`src/rtl/pipeline_pkg.sv`:
```
// Shared types and constants for the five-stage pipeline control slice.
// Latency: n/a (declarations only).
// Backpressure: n/a (declarations only).
package pipeline_pkg;

   // Hazard controller states, as stored in the state register
   typedef enum logic [1:0] {
      ST_RUN      = 2'd0,
      ST_MEM_WAIT = 2'd1,
      ST_ERROR    = 2'd2
   } state_e;

   // Instruction word loaded into a pipeline register by a flush
   localparam logic [31:0] NOP_INSTR = 32'h0000_0000;

   // Default register-specifier width (32 architectural registers)
   localparam int REG_W_DEF = 5;

endpackage

```
`src/rtl/pipeline_hazard_ctrl_if.sv`:
```
// Hazard-controller <-> datapath bundle: hazard sources in, stage enables/flushes out.
// Latency: n/a (wiring only).
// Backpressure: n/a; the enables carried here are the pipeline's backpressure.
// Ports (signals):
//   id_rs/id_rt/id_uses_rs/id_uses_rt : decode-stage source operands
//   ex_is_load/ex_rd/ex_branch_taken  : execute-stage hazard sources
//   mem_busy                          : data memory still completing its access
//   *_enable / *_flush                : capture enables and bubble inserts
interface pipeline_hazard_ctrl_if
   import pipeline_pkg::*;
#(
   parameter int REG_W = REG_W_DEF
);
   logic [REG_W-1:0] id_rs;
   logic [REG_W-1:0] id_rt;
   logic             id_uses_rs;
   logic             id_uses_rt;
   logic             ex_is_load;
   logic [REG_W-1:0] ex_rd;
   logic             ex_branch_taken;
   logic             mem_busy;

   logic             pc_enable;
   logic             f_d_enable;
   logic             d_x_enable;
   logic             x_m_enable;
   logic             m_w_enable;
   logic             f_d_flush;
   logic             d_x_flush;
   logic             m_w_flush;

   // Datapath side: supplies hazard sources, consumes controls
   modport master (
      output id_rs, id_rt, id_uses_rs, id_uses_rt,
      output ex_is_load, ex_rd, ex_branch_taken, mem_busy,
      input  pc_enable, f_d_enable, d_x_enable, x_m_enable, m_w_enable,
      input  f_d_flush, d_x_flush, m_w_flush
   );

   // Controller side
   modport slave (
      input  id_rs, id_rt, id_uses_rs, id_uses_rt,
      input  ex_is_load, ex_rd, ex_branch_taken, mem_busy,
      output pc_enable, f_d_enable, d_x_enable, x_m_enable, m_w_enable,
      output f_d_flush, d_x_flush, m_w_flush
   );
endinterface

```
`src/rtl/pipeline_hazard_ctrl_sat_counter.sv`:
```
// Saturating event counter: counts inc cycles, sticks at all-ones.
// Latency: count updates on the edge after inc is sampled.
// Backpressure: none; inc is accepted every cycle.
// Ports: clock, reset_n (async, active-low), inc, clear (sync), count.
module sat_counter #(
   parameter int CNT_W = 32
) (
   input  logic             clock,
   input  logic             reset_n,
   input  logic             inc,
   input  logic             clear,
   output logic [CNT_W-1:0] count
);

   always_ff @(posedge clock or negedge reset_n) begin
      if (!reset_n) begin
         count <= '0;
      end else if (clear) begin
         count <= '0;
      end else if (inc && (count != '1)) begin
         count <= count + CNT_W'(1);
      end
   end

endmodule

```
`src/rtl/pipeline_hazard_ctrl.sv`:
```
// Stall/flush controller for the five-stage pipeline (load-use, branch, memory wait, watchdog).
// Latency: controls are combinational, same cycle as inputs; counters/state update on the edge.
// Backpressure: drops stage enables to freeze upstream stages; a memory wait freezes PC..x-m.
// Ports:
//   clock, reset_n        : pipeline clock, async active-low reset
//   hz (slave)            : hazard sources in, enables/flushes out
//   mem_error             : sticky watchdog fault (state ERROR)
//   stall_cycles          : saturating count of memory + load-use stall cycles
//   flush_events          : saturating count of cycles where a taken branch flushed
module pipeline_hazard_ctrl
   import pipeline_pkg::*;
#(
   parameter int TIMEOUT = 16,
   parameter int CNT_W   = 32,
   parameter int REG_W   = REG_W_DEF
) (
   input  logic                   clock,
   input  logic                   reset_n,
   pipeline_hazard_ctrl_if.slave  hz,
   output logic                   mem_error,
   output logic [CNT_W-1:0]       stall_cycles,
   output logic [CNT_W-1:0]       flush_events
);

   localparam int WAIT_W = $clog2(TIMEOUT);

   localparam logic [1:0] RUN      = ST_RUN;
   localparam logic [1:0] MEM_WAIT = ST_MEM_WAIT;
   localparam logic [1:0] ERROR    = ST_ERROR;

   logic [1:0]        state;
   logic [WAIT_W-1:0] wait_cnt;

   logic load_use;
   logic mem_stall;
   logic stall_inc;
   logic flush_inc;

   // A write to r0 never creates a dependency
   assign load_use = hz.ex_is_load && (hz.ex_rd != '0) &&
                     ((hz.id_uses_rs && (hz.id_rs == hz.ex_rd)) ||
                      (hz.id_uses_rt && (hz.id_rt == hz.ex_rd)));

   assign mem_stall = hz.mem_busy && (state != ERROR);
   assign mem_error = (state == ERROR);

   always_comb begin
      hz.pc_enable  = 1'b0;
      hz.f_d_enable = 1'b0;
      hz.d_x_enable = 1'b0;
      hz.x_m_enable = 1'b0;
      hz.m_w_enable = 1'b0;
      hz.f_d_flush  = 1'b0;
      hz.d_x_flush  = 1'b0;
      hz.m_w_flush  = 1'b0;
      stall_inc     = 1'b0;
      flush_inc     = 1'b0;

      if (!reset_n || (state == ERROR)) begin
         // pipeline fully frozen
      end else if (mem_stall) begin
         // Freeze everything up to x-m; let the memory-stage instruction
         // stay put while a bubble retires through WB.
         hz.m_w_enable = 1'b1;
         hz.m_w_flush  = 1'b1;
         stall_inc     = 1'b1;
      end else if (hz.ex_branch_taken) begin
         // Kill the two wrong-path instructions; a coincident load-use is
         // moot because its consumer is one of them.
         hz.pc_enable  = 1'b1;
         hz.f_d_enable = 1'b1;
         hz.d_x_enable = 1'b1;
         hz.x_m_enable = 1'b1;
         hz.m_w_enable = 1'b1;
         hz.f_d_flush  = 1'b1;
         hz.d_x_flush  = 1'b1;
         flush_inc     = 1'b1;
      end else if (load_use) begin
         // Hold fetch/decode one cycle and push a bubble into execute
         hz.d_x_enable = 1'b1;
         hz.d_x_flush  = 1'b1;
         hz.x_m_enable = 1'b1;
         hz.m_w_enable = 1'b1;
         stall_inc     = 1'b1;
      end else begin
         hz.pc_enable  = 1'b1;
         hz.f_d_enable = 1'b1;
         hz.d_x_enable = 1'b1;
         hz.x_m_enable = 1'b1;
         hz.m_w_enable = 1'b1;
      end
   end

   // wait_cnt holds the number of busy cycles already seen in MEM_WAIT, so
   // the TIMEOUT-th consecutive busy edge is the one that finds TIMEOUT-1.
   always_ff @(posedge clock or negedge reset_n) begin
      if (!reset_n) begin
         state    <= RUN;
         wait_cnt <= '0;
      end else begin
         case (state)
            RUN: begin
               if (hz.mem_busy) begin
                  state    <= MEM_WAIT;
                  wait_cnt <= WAIT_W'(1);
               end
            end
            MEM_WAIT: begin
               if (!hz.mem_busy) begin
                  state    <= RUN;
                  wait_cnt <= '0;
               end else if (wait_cnt == WAIT_W'(TIMEOUT - 1)) begin
                  state <= ERROR;
               end else begin
                  wait_cnt <= wait_cnt + WAIT_W'(1);
               end
            end
            ERROR: begin
               state <= ERROR;
            end
            default: begin
               state    <= RUN;
               wait_cnt <= '0;
            end
         endcase
      end
   end

   sat_counter #(.CNT_W(CNT_W)) u_stall_cnt (
      .clock   (clock),
      .reset_n (reset_n),
      .inc     (stall_inc),
      .clear   (1'b0),
      .count   (stall_cycles)
   );

   sat_counter #(.CNT_W(CNT_W)) u_flush_cnt (
      .clock   (clock),
      .reset_n (reset_n),
      .inc     (flush_inc),
      .clear   (1'b0),
      .count   (flush_events)
   );

endmodule
```
`src/flat_wrapper.sv`:
```
// flat-port wrapper written by rule: the top's interface ports become plain ports
module pipeline_hazard_ctrl_flat import pipeline_pkg::*;
#(
   parameter int TIMEOUT = 16,
   parameter int CNT_W   = 32,
   parameter int REG_W   = REG_W_DEF
)
  (clock, reset_n, mem_error, stall_cycles, flush_events, hz_id_rs, hz_id_rt, hz_id_uses_rs, hz_id_uses_rt, hz_ex_is_load, hz_ex_rd, hz_ex_branch_taken, hz_mem_busy, hz_pc_enable, hz_f_d_enable, hz_d_x_enable, hz_x_m_enable, hz_m_w_enable, hz_f_d_flush, hz_d_x_flush, hz_m_w_flush);
  pipeline_hazard_ctrl_if #(.REG_W(REG_W)) hz_i ();
  input  logic clock;
  input  logic reset_n;
  output logic mem_error;
  output logic [CNT_W-1:0] stall_cycles;
  output logic [CNT_W-1:0] flush_events;
  input wire logic [$bits(hz_i.id_rs)-1:0] hz_id_rs;
  input wire logic [$bits(hz_i.id_rt)-1:0] hz_id_rt;
  input wire logic [$bits(hz_i.id_uses_rs)-1:0] hz_id_uses_rs;
  input wire logic [$bits(hz_i.id_uses_rt)-1:0] hz_id_uses_rt;
  input wire logic [$bits(hz_i.ex_is_load)-1:0] hz_ex_is_load;
  input wire logic [$bits(hz_i.ex_rd)-1:0] hz_ex_rd;
  input wire logic [$bits(hz_i.ex_branch_taken)-1:0] hz_ex_branch_taken;
  input wire logic [$bits(hz_i.mem_busy)-1:0] hz_mem_busy;
  output wire logic [$bits(hz_i.pc_enable)-1:0] hz_pc_enable;
  output wire logic [$bits(hz_i.f_d_enable)-1:0] hz_f_d_enable;
  output wire logic [$bits(hz_i.d_x_enable)-1:0] hz_d_x_enable;
  output wire logic [$bits(hz_i.x_m_enable)-1:0] hz_x_m_enable;
  output wire logic [$bits(hz_i.m_w_enable)-1:0] hz_m_w_enable;
  output wire logic [$bits(hz_i.f_d_flush)-1:0] hz_f_d_flush;
  output wire logic [$bits(hz_i.d_x_flush)-1:0] hz_d_x_flush;
  output wire logic [$bits(hz_i.m_w_flush)-1:0] hz_m_w_flush;
  assign hz_i.id_rs = hz_id_rs;
  assign hz_i.id_rt = hz_id_rt;
  assign hz_i.id_uses_rs = hz_id_uses_rs;
  assign hz_i.id_uses_rt = hz_id_uses_rt;
  assign hz_i.ex_is_load = hz_ex_is_load;
  assign hz_i.ex_rd = hz_ex_rd;
  assign hz_i.ex_branch_taken = hz_ex_branch_taken;
  assign hz_i.mem_busy = hz_mem_busy;
  assign hz_pc_enable = hz_i.pc_enable;
  assign hz_f_d_enable = hz_i.f_d_enable;
  assign hz_d_x_enable = hz_i.d_x_enable;
  assign hz_x_m_enable = hz_i.x_m_enable;
  assign hz_m_w_enable = hz_i.m_w_enable;
  assign hz_f_d_flush = hz_i.f_d_flush;
  assign hz_d_x_flush = hz_i.d_x_flush;
  assign hz_m_w_flush = hz_i.m_w_flush;
  pipeline_hazard_ctrl #(.TIMEOUT(TIMEOUT), .CNT_W(CNT_W), .REG_W(REG_W)) u_core (.clock(clock), .reset_n(reset_n), .hz(hz_i), .mem_error(mem_error), .stall_cycles(stall_cycles), .flush_events(flush_events));
endmodule
```
`config.mk`:
```
export PLATFORM = sky130hd
export DESIGN_NAME = pipeline_hazard_ctrl_flat
export DESIGN_NICKNAME = d
export VERILOG_FILES = /design/src/rtl/pipeline_pkg.sv /design/src/rtl/pipeline_hazard_ctrl_if.sv /design/src/rtl/pipeline_hazard_ctrl_sat_counter.sv /design/src/rtl/pipeline_hazard_ctrl.sv /design/src/flat_wrapper.sv
export SDC_FILE = /design/constraint.sdc
export NUM_CORES = 1
export LEC_CHECK = 0
export ABC_AREA = 1
export CAP_MARGIN = 20
export CORE_ASPECT_RATIO = 1.2
export CORE_MARGIN = 8
export CORE_UTILIZATION = 40
export CTS_BUF_LIST = sky130_fd_sc_hd__clkbuf_8
export DETAILED_ROUTE_END_ITERATION = 16
export GPL_TIMING_DRIVEN = 0
export SYNTH_ARGS = -nofsm -noshare
export SYNTH_HDL_FRONTEND = slang
export SYNTH_SLANG_ARGS = --single-unit
```
`constraint.sdc`:
```
create_clock -name clock -period 4.6 [get_ports clock]
set_input_delay 0.69 -clock clock [delete_from_list [all_inputs] [get_ports clock]]
set_output_delay 0.69 -clock clock [all_outputs]
set_load 0.03 [all_outputs]
```
==> metrics.csv <==
stage,metric,value,unit
run_status,outcome,completed,
synthesis,synthArstFlopShare,1.00,
cts,clock_sinks,70,
drt,vias_per_cell,4.86,
synthesis,netlist_area,4730,um2
sta,skew,8.31,ps
min_path,hp-class,in -> async,
sta,max_freq,0.297,GHz
drt,drc_errors,0,
drt,firstDrtPassIters,5,
global_routing,grt_usage,0.181,
synthesis,ys.warnings.count,0,
drt,wl_per_cell,14.1,um
cells_and_area,drive_gt1_frac,0.0710,
power,p_leak,2.79,nW
cts,clkTransAtPathRegs,80,ps
synthesis,yosysTopAreaCell,dfrtp_1,
sta,setup_violations,0,
global_routing,grt_pass1_vias,4641,
cts,post-cts-setup-buffer-count,0,
sta,min_period,3360,ps
cts,cts_resized,0,
drt,dr_wl_met3,662,um
cts,clk_latency,360,ps
drt,maxUsedRoutingLayer,met4,
setup_path,required,3910,ps
sta,worstMarginPinSlew,453,ps
cts,cts_tree,built,
die,coreArea,11600,um2
power,power_density,276,nW/um2
sta,max_slew_margin,0.696,
cts,cts_buffers,9,
setup_path,worstPathArrival,2670,ps
power,peakVddDrop,0.252,mV
die,ios,95,
cells_and_area,syn_to_final_growth,28.5,%
cts,cts_max_path_buffers,2,
synthesis,yosys_most_used_dff,dfrtp_1,
run,maxCapViolCount,0,
synthesis,syn_nets,717,
setup_path,worstPathMaxFanout,52,
synthesis,ys_types,30,
sta,holdWs,201,ps
global_routing,grt-ovfl-total,0,
setup_path,end_kind,primary output,
sta,slew_violations,0,
cells_and_area,most-common-layout-cells,"239 x nand2_1, 93 x clkdlybuf4s50_1, 86 x nor2_1, 81 x inv_1, 70 x dfrtp_1",
cells_and_area,diodes,0,
synthesis,synth_top_area_frac,0.370,
drt,route.met2.wl,6920,um
placed_design,hpwl,10700,um
cells_and_area,layout_commonest_cell,nand2_1,
global_routing,grt_pass1_wl,22500,um
drt,ant_nets,0,
die,die_h,135,um
synthesis,synth_cells,692,
synthesis,synth_area_leaders,"dfrtp_1 37%, nand2_1 19%, nand3_1 6.9%",
setup_path,cp-start-kind,input pin,
drt,wl,13600,um
cells_and_area,num-nets-final,823,
die,die-area,15600,um2
cells_and_area,fin_util,0.526,
global_routing,grt_max_degree,53,
synthesis,ys_seq_area_frac,0.370,
cts,ctsHoldBuffers,0,
sta,rsz0062_at_grt,no,
global_routing,antenna_found_initial,0,
setup_path,critical_path_class,in -> out,
synthesis,synth-edff-count,0,
die,num_rows,43,
drt,wl_met1,5580,um
die,start_util,0.409,
die,fp.dieW,115,um
sta,post-route-period-util,0.731,
synthesis,ys_ff_latch,70,
drt,drt_iter0_drc,216,
cts,root_buffer,clkbuf_8,
sta,final_hold_viol_count,0,
placed_design,numPortBuffers,94,
drt,vias,4664,
placed_design,place_congestion,0.898,
cts,htree_levels,3,
setup_path,r2r_slack,2690,ps
synthesis,syn_area_per_cell,6.84,um2
## where the power goes
group | internal [mW] | leakage (nW) | switching, mW | total, mW
Clock | 0.237 | 0.0996 | 0.253 | 0.490
Combinational | 0.179 | 1.75 | 0.267 | 0.446
Sequential | 0.670 | 0.936 | 0.0722 | 0.742
## path summary, 6_finish.rpt
kind,from,endpoint,depth (start not counted)
setup / recovery,reset_n,hz_pc_enable,10
hold / removal,reset_n,u_core.u_flush_cnt.count[8],1
setup reg to reg,u_core.u_stall_cnt.count[1],u_core.u_stall_cnt.count[26],10
hold reg to reg,u_core.u_stall_cnt.count[22],u_core.u_stall_cnt.count[22],2
max in group asynchronous,reset_n,u_core.u_stall_cnt.count[27],2
min in group clock,u_core.u_stall_cnt.count[22],u_core.u_stall_cnt.count[22],2
## registers in the layout (all words and copies together) (netlist names)
register / flops
u_core.u_stall_cnt.count: 32
u_core.wait_cnt: 4
u_core.u_flush_cnt.count: 32
u_core.state: 2
## per-layer routing
metal  track usage  vias up
met5             0        -
met3        0.0339       26
li1              -     2387
met2         0.321      111
met1         0.201     2140
met4        0.0929        0
## worst max-delay path, stage by stage
cell and delay, ps:
buf_4 260, buf_16 290, inv_1 130, nor2_4 200, nand2_2 90, inv_1 90, nand2_1 60, inv_1 70
buf_4 100, clkdlybuf4s50_1 660
## cell type report
class                   instances  area, um2
fillers                      1181       5480
multi-input cells             526       2570
flip-flops and latches         70       1750
repair buffers                 95        966
inverters                      82        308
well taps                     157        196
clock buffers                  12        165
plain buffers                  14        109
clock inverters                 4       21.3
## logic make-up (layout without fill, tap and decap cells)
group | Yosys count | in the layout | share of synthesized area
AO/OA/AOI/OAI | 20 | 20 | 0.0225
XOR/XNOR | 44 | 44 | 0.0814
AND/OR/NAND/NOR | 458 | 458 | 0.428
flip-flops | 70 | 70 | 0.370
multiplexers | 1 | 1 | 0.00238
buffers and inverters | 96 | 207 | 0.0880
adder cells (fa/ha/maj) | 3 | 3 | 0.00793
## through the flow
step,setup WS (ps),TNS (ps),instance area [um2],power [mW],instances
after CTS,1180,0,6080,1.69,960
after floorplan,2190,0,4730,1.00,692
final,1240,0,6080,1.68,960
after global routing,1020,0,6080,1.76,960
after detailed placement,1180,0,5900,1.20,944
after global placement,-1460,-47990,5870,1.20,943
## synthesized netlist by cell type (all sizes together) (2+ instances only)
library cell / number
nor3b: 2
nor3: 31
nor2: 97
inv: 82
nand2: 241
a21oi: 2
xor2: 31
buf: 14
nand3: 72
ha: 3
nand3b: 3
o21ai: 16
nand4: 11
dfrtp: 70
xnor2: 13
(Power assumes the default switching activity.)
